File: src/rtl/regfile_pkg.sv
// regfile_pkg: shared types and constants
// for the parameterised register file.
package regfile_pkg;

  localparam int BYTE_W = 8;

  typedef enum logic {
    IDLE  = 1'b0,
    CLEAR = 1'b1
  } rfState_t;

endpackage

File: src/rtl/regfile_be_merge.sv
// regfile_be_merge: byte-enable merge of new
// write data over the old register contents.
module regfile_be_merge
  import regfile_pkg::*;
#(
  parameter int DATA_W = 32
) (
  input  logic [DATA_W-1:0]        oldData,
  input  logic [DATA_W-1:0]        newData,
  input  logic [DATA_W/BYTE_W-1:0] be,
  input  logic                     oldValid,
  output logic [DATA_W-1:0]        merged
);

  localparam int NB = DATA_W / BYTE_W;

  // Per lane: new byte, kept byte, or zero for a never-written register.
  always_comb begin
    merged = '0;
    for (int i = 0; i < NB; i++) begin
      if (be[i])
        merged[i*BYTE_W +: BYTE_W] = newData[i*BYTE_W +: BYTE_W];
      else if (oldValid)
        merged[i*BYTE_W +: BYTE_W] = oldData[i*BYTE_W +: BYTE_W];
    end
  end

endmodule

File: src/rtl/regfile_param.sv
// regfile_param: 2-read/1-write register file with
// byte enables, valid bits, bypass and sequential clear.
module regfile_param
  import regfile_pkg::*;
#(
  parameter int DATA_W   = 32,
  parameter int ADDR_W   = 5,
  parameter int ZERO_REG = 0
) (
  input  logic                     clk,
  input  logic                     reset,
  input  logic                     write,
  input  logic [ADDR_W-1:0]        wrAddr,
  input  logic [DATA_W-1:0]        wrData,
  input  logic [DATA_W/BYTE_W-1:0] wrBe,
  input  logic [ADDR_W-1:0]        rdAddrA,
  input  logic [ADDR_W-1:0]        rdAddrB,
  output logic [DATA_W-1:0]        rdDataA,
  output logic [DATA_W-1:0]        rdDataB,
  output logic                     rdValidA,
  output logic                     rdValidB,
  input  logic                     clear,
  output logic                     busy
);

  localparam int DEPTH = 2 ** ADDR_W;
  localparam logic [ADDR_W-1:0] LAST = '1;

  logic [DATA_W-1:0] mem [DEPTH];
  logic [DEPTH-1:0]  valid;
  rfState_t          state;
  rfState_t          stateNext;
  logic [ADDR_W-1:0] clrAddr;
  logic              clrEn;
  logic              zeroWr;
  logic              wrAcc;
  logic [DATA_W-1:0] merged;
  logic [DATA_W:0]   nextA;
  logic [DATA_W:0]   nextB;

  assign zeroWr = (ZERO_REG != 0) && (wrAddr == '0);
  assign wrAcc  = write && (wrBe != '0) && !busy
               && !clear && !zeroWr;

  // One merge feeds both the storage write and the read bypass.
  regfile_be_merge #(
    .DATA_W (DATA_W)
  ) uMerge (
    .oldData  (mem[wrAddr]),
    .newData  (wrData),
    .be       (wrBe),
    .oldValid (valid[wrAddr]),
    .merged   (merged)
  );

  // FSM state register.
  always_ff @(posedge clk) begin
    if (!reset) state <= IDLE;
    else        state <= stateNext;
  end

  // FSM next state: enter on clear, leave after the last address.
  always_comb begin
    stateNext = state;
    unique case (state)
      IDLE:  if (clear) stateNext = CLEAR;
      CLEAR: if (clrAddr == LAST) stateNext = IDLE;
    endcase
  end

  // FSM outputs.
  always_comb begin
    busy  = 1'b0;
    clrEn = 1'b0;
    unique case (state)
      IDLE:  ;
      CLEAR: begin
        busy  = 1'b1;
        clrEn = 1'b1;
      end
    endcase
  end

  // Clear address counter; wraps back to 0 on the last address.
  always_ff @(posedge clk) begin
    if (!reset)     clrAddr <= '0;
    else if (clrEn) clrAddr <= clrAddr + 1'b1;
  end

  // Storage array, not reset: valid bits hide stale contents.
  always_ff @(posedge clk) begin
    if (clrEn)      mem[clrAddr] <= '0;
    else if (wrAcc) mem[wrAddr]  <= merged;
  end

  // Valid bits: dropped by reset or clear, set by an accepted write.
  always_ff @(posedge clk) begin
    if (!reset)     valid          <= '0;
    else if (clrEn) valid[clrAddr] <= 1'b0;
    else if (wrAcc) valid[wrAddr]  <= 1'b1;
  end

  function automatic logic [DATA_W:0] readPort(
    input logic [ADDR_W-1:0] a
  );
    if ((ZERO_REG != 0) && (a == '0))
      return {1'b1, {DATA_W{1'b0}}};
    if (wrAcc && (a == wrAddr))
      return {1'b1, merged};
    if (valid[a])
      return {1'b1, mem[a]};
    return '0;
  endfunction

  // Read lookup with bypass and invalid masking.
  always_comb begin
    nextA = readPort(rdAddrA);
    nextB = readPort(rdAddrB);
  end

  // Registered read outputs.
  always_ff @(posedge clk) begin
    if (!reset) begin
      rdDataA  <= '0;
      rdDataB  <= '0;
      rdValidA <= 1'b0;
      rdValidB <= 1'b0;
    end else begin
      {rdValidA, rdDataA} <= nextA;
      {rdValidB, rdDataB} <= nextB;
    end
  end

endmodule
File: config.mk
export PLATFORM = sky130hd
export DESIGN_NAME = regfile_param
export DESIGN_NICKNAME = d
export VERILOG_FILES = /design/src/rtl/regfile_pkg.sv /design/src/rtl/regfile_be_merge.sv /design/src/rtl/regfile_param.sv
export SDC_FILE = /design/constraint.sdc
export NUM_CORES = 2
export LEC_CHECK = 0
export CORE_ASPECT_RATIO = 0.9
export CORE_MARGIN = 2
export CORE_UTILIZATION = 25
export CTS_BUF_LIST = sky130_fd_sc_hd__clkbuf_8
export DETAILED_ROUTE_END_ITERATION = 8
export SETUP_SLACK_MARGIN = 0.4
export SLEW_MARGIN = 20
export SYNTH_ARGS = -nofsm -noshare
export SYNTH_HDL_FRONTEND = slang
export SYNTH_SLANG_ARGS = --single-unit
File: constraint.sdc
create_clock -name clk -period 5.4 [get_ports clk]
set_input_delay 1.08 -clock clk [delete_from_list [all_inputs] [get_ports clk]]
set_output_delay 1.08 -clock clk [all_outputs]
set_load 0.02 [all_outputs]
==> implementation parameters <==
Parameter                              Value

Synth
  Number of nets produced by synthesis    3258
  Number of flops mapped to enable cells by yosys    1024
  Post-synth top flop    sky130_fd_sc_hd__edfxtp_1
  Number of different library cells in the post-synthesis netlist    72
  Sequential element share of the synthesized area    0.547
  Post-Syn Area    60000 um2
  Gate count after technology mapping    3198
  Synthesis warning total    0
  Average size of a mapped cell    18.8 um2
  Number of storage elements in the synthesis netlist    1128
  Fraction of registers with async set/reset    0

Die
  Die area    244000 um2
  Area of the core    238000 um2
  I/O pins    122
  Initial core utilization    0.252
  Vert. Die Dim    469 um
  Number of rows in the core area    170
  X dimension of the die    520 um

Hold path
  Hold-critical path endpoint    valid[28]
  Count of cells along the worst hold path    2
  Hold crit path type    flop to flop
  Hold_sp    valid[28]

CTS
  TritonCTS clock tree    built
  Clock Pin Slew Worst Setup and Hold Paths    0.06 ns
  CTS H-Tree Depth    4
  # resized after CTS    0
  Root cell of the clock tree    sky130_fd_sc_hd__clkbuf_8
  Count of buffers added by post-CTS timing repair for setup    0
  Number of buffers inserted for hold repair after clock tree synthesis    0
  Clock latency at the later pin of the worst-skew pair    0.95 ns
  Clock buffer count from CTS    187
  Longest Clk Path Bufs    3
  Clock Sinks    1128

Route
  DRC marker count from the first detailed-route iteration    5586
  Routed Antenna Nets    0
  DRC violation count after routing    0
  Via density per instance    5.59
  Via count    37700
  Router iterations before antenna repair    8
  Total Wirelength    217000 um
  Average detailed-routed wire length per instance    32.2 um

Power and ir drop
  Static Leakage    21.7 nW
  Comb power frac    0.115
  Maximum VDD drop    0.000265 V
  Power Internal    14.1 mW
  Switching share of power    0.259
  Power density over cell area    273 nW/um2
  Clock network fraction of total power    0.380
  Sequential fraction of design power    0.505
  Switching power summed over all nets    4.92 mW

Global routing
  Total global-route track usage    0.175
  Via count of the first global-routing pass    37200
  First-pass GRT wire length    300000 um
  Leftover overflow at the end of global routing    0
  Number of antenna violations at the first check in global routing    9
  Maximum number of pins on one net before global-route repair    137

Place
  Buffers added on ports    121
  DP HPWL    130000 um
  Setup slack at placement    0.524 ns
  Final Wtd Congestion    0.846

Cells and area
  Count of filler cells inserted in the layout    23300
  Commonest cells after routing, fill and taps aside    sky130_fd_sc_hd__edfxtp_1, sky130_fd_sc_hd__mux4_2, sky130_fd_sc_hd__clkbuf_8
  Area overhead of the layout relative to synthesis    15.8%
  Final #Nets    3457
  Share of post-route cells with drive strength above 1    0.398
  Most frequent standard cell in the layout excluding fill and tap cells    sky130_fd_sc_hd__edfxtp_1

Timing
  Final setup TNS    0 ns
  Total of endpoints with negative setup slack in the final report    0
  Final worst setup slack    1.37 ns
  Tmin final    4.03 ns
  Transition time at the pin with the least slew margin    1.19 ns
  Post-route fraction of the period consumed by the critical path    0.747
  Slew headroom    0.210
  Unrepaired setup endpoints after global routing    no
  Max-slew violation total from the final report    0
  Final clock skew    0.0463 ns
  Fmax    0.248 GHz
  Count of final hold-check violations    0

Critical path
  Critical path peak fanout    28
  Reg2Reg Capture Point    mem[14][14]
  Data arrival time at the worst-slack endpoint    4.57 ns
  Worst reg2reg path startpoint    state
  Critical Setup Path Class    input pin to flop
  Register-to-Register Setup Slack    1.80 ns
  R2R depth    9
  Capturing element type of the critical path    flop
  Worst setup SP type    input pin
  Required time of the worst setup path    5.93 ns

Job
  Max-cap check violation count    0

Run status
  Outcome    completed
flip-flops by register name (all words and copies together) (netlist names):
name and cells:
state 1, clrAddr 5, rdValidB 1, mem 1024
rdDataB 32, rdDataA 32, valid 32, rdValidA 1
critical path, cell delays in order:
cell and delay, ns:
sky130_fd_sc_hd__clkdlybuf4s50_1 0.85, sky130_fd_sc_hd__or4_1 0.32, sky130_fd_sc_hd__and3_1 0.46, sky130_fd_sc_hd__and3_1 0.43, sky130_fd_sc_hd__a31oi_2 0.06, sky130_fd_sc_hd__buf_4 0.21
sky130_fd_sc_hd__buf_4 0.18, sky130_fd_sc_hd__nor2_4 0.17, sky130_fd_sc_hd__buf_4 0.73
logic make-up after synthesis:
group,synth area share
xor+xnor,0.00190
fa+ha+maj,0.00104
compound gates,0.0410
simple gates,0.0271
mux,0.357
flops,0.547
buf+inv,0.0246
area by class of cell:
class / count / area, um2 / area share
diodes: 11 / 27.5 / 0.000396
clock buffers: 193 / 2660 / 0.0382
clock inverters: 155 / 815 / 0.0117
inverters: 13 / 48.8 / 0.000702
multi-input cells: 1761 / 26000 / 0.374
flip-flops and latches: 1128 / 32800 / 0.473
well taps: 3182 / 3980 / 0.0573
repair buffers: 306 / 3100 / 0.0446
per-layer routing:
| layer | global-route usage | routed length [um] |
|---|---|---|
| met3 | 0.0449 | 24700 |
| met5 | 0 | 13 |
| met1 | 0.232 | 82800 |
| met4 | 0.0753 | 9810 |
| met2 | 0.271 | 99900 |
synthesized netlist by cell type (4+ instances only):
library cell | count | area [um2]
sky130_fd_sc_hd__xnor2_1 | 8 | 70.1
sky130_fd_sc_hd__mux2_2 | 37 | 417
sky130_fd_sc_hd__clkbuf_1 | 122 | 458
sky130_fd_sc_hd__edfxtp_1 | 1024 | 30700
sky130_fd_sc_hd__or4_1 | 4 | 30.0
sky130_fd_sc_hd__nor2b_1 | 5 | 31.3
sky130_fd_sc_hd__nand3_1 | 13 | 65.1
sky130_fd_sc_hd__ha_1 | 5 | 62.6
sky130_fd_sc_hd__dfxtp_1 | 104 | 2080
sky130_fd_sc_hd__o22ai_1 | 73 | 457
sky130_fd_sc_hd__nand2_1 | 84 | 315
sky130_fd_sc_hd__a21oi_1 | 51 | 255
sky130_fd_sc_hd__nor3_1 | 12 | 60.1
sky130_fd_sc_hd__o31ai_1 | 4 | 30.0
sky130_fd_sc_hd__o21ai_1 | 30 | 150
sky130_fd_sc_hd__nor4_1 | 11 | 68.8
sky130_fd_sc_hd__inv_1 | 9 | 33.8
sky130_fd_sc_hd__nand4_1 | 23 | 144
sky130_fd_sc_hd__buf_6 | 9 | 101
sky130_fd_sc_hd__a22oi_1 | 84 | 631
sky130_fd_sc_hd__buf_2 | 109 | 546
sky130_fd_sc_hd__and2_1 | 36 | 225
sky130_fd_sc_hd__a311oi_1 | 9 | 78.8
sky130_fd_sc_hd__a2bb2oi_1 | 6 | 52.6
sky130_fd_sc_hd__a31oi_1 | 6 | 37.5
sky130_fd_sc_hd__mux2i_1 | 150 | 1500
sky130_fd_sc_hd__nor2_1 | 105 | 394
sky130_fd_sc_hd__buf_1 | 26 | 97.6
sky130_fd_sc_hd__buf_4 | 30 | 225
sky130_fd_sc_hd__nand2b_1 | 5 | 31.3
sky130_fd_sc_hd__a31oi_2 | 17 | 213
sky130_fd_sc_hd__and3_1 | 5 | 31.3
sky130_fd_sc_hd__mux4_2 | 866 | 19500
sky130_fd_sc_hd__xor2_1 | 5 | 43.8
sky130_fd_sc_hd__o21ai_0 | 41 | 205
sky130_fd_sc_hd__o221ai_1 | 5 | 43.8
worst max path at each step:
stage | start | to
after floorplan | wrBe[1] | mem[12][0]
after global placement | wrBe[1] | mem[22][5]
after detailed placement | wrBe[1] | mem[14][17]
after CTS | wrBe[1] | mem[14][14]
after global routing | wrBe[1] | mem[14][18]
final | wrBe[1] | mem[14][14]
power by group through the flow:
stage | Sequential [mW] | Combinational (mW) | Clock, mW
2_1_floorplan | 9.77 | 1.42 | 0
3_3_place_gp | 9.78 | 2.16 | 0
3_5_place_dp | 9.78 | 2.16 | 0
4_1_cts | 9.60 | 2.17 | 7.33
5_1_grt | 9.60 | 2.26 | 7.72
6_report | 9.60 | 2.18 | 7.22
per-stage QoR:
step / instance area (um2) / power, mW / hold WS, ns / std cells / util
floorplan: 60000 / 11.2 / 0.467 / 3198 / -
global placement: 66000 / 11.9 / 0.532 / 6389 / 0.277
detailed placement: 66000 / 11.9 / 0.527 / 6390 / 0.277
CTS: 69400 / 19.1 / 0.553 / 6738 / 0.291
global route: 69500 / 19.6 / 0.594 / 6748 / 0.291
finish: 69500 / 19.0 / 0.563 / 6749 / 0.291
(Power assumes the default switching activity.)
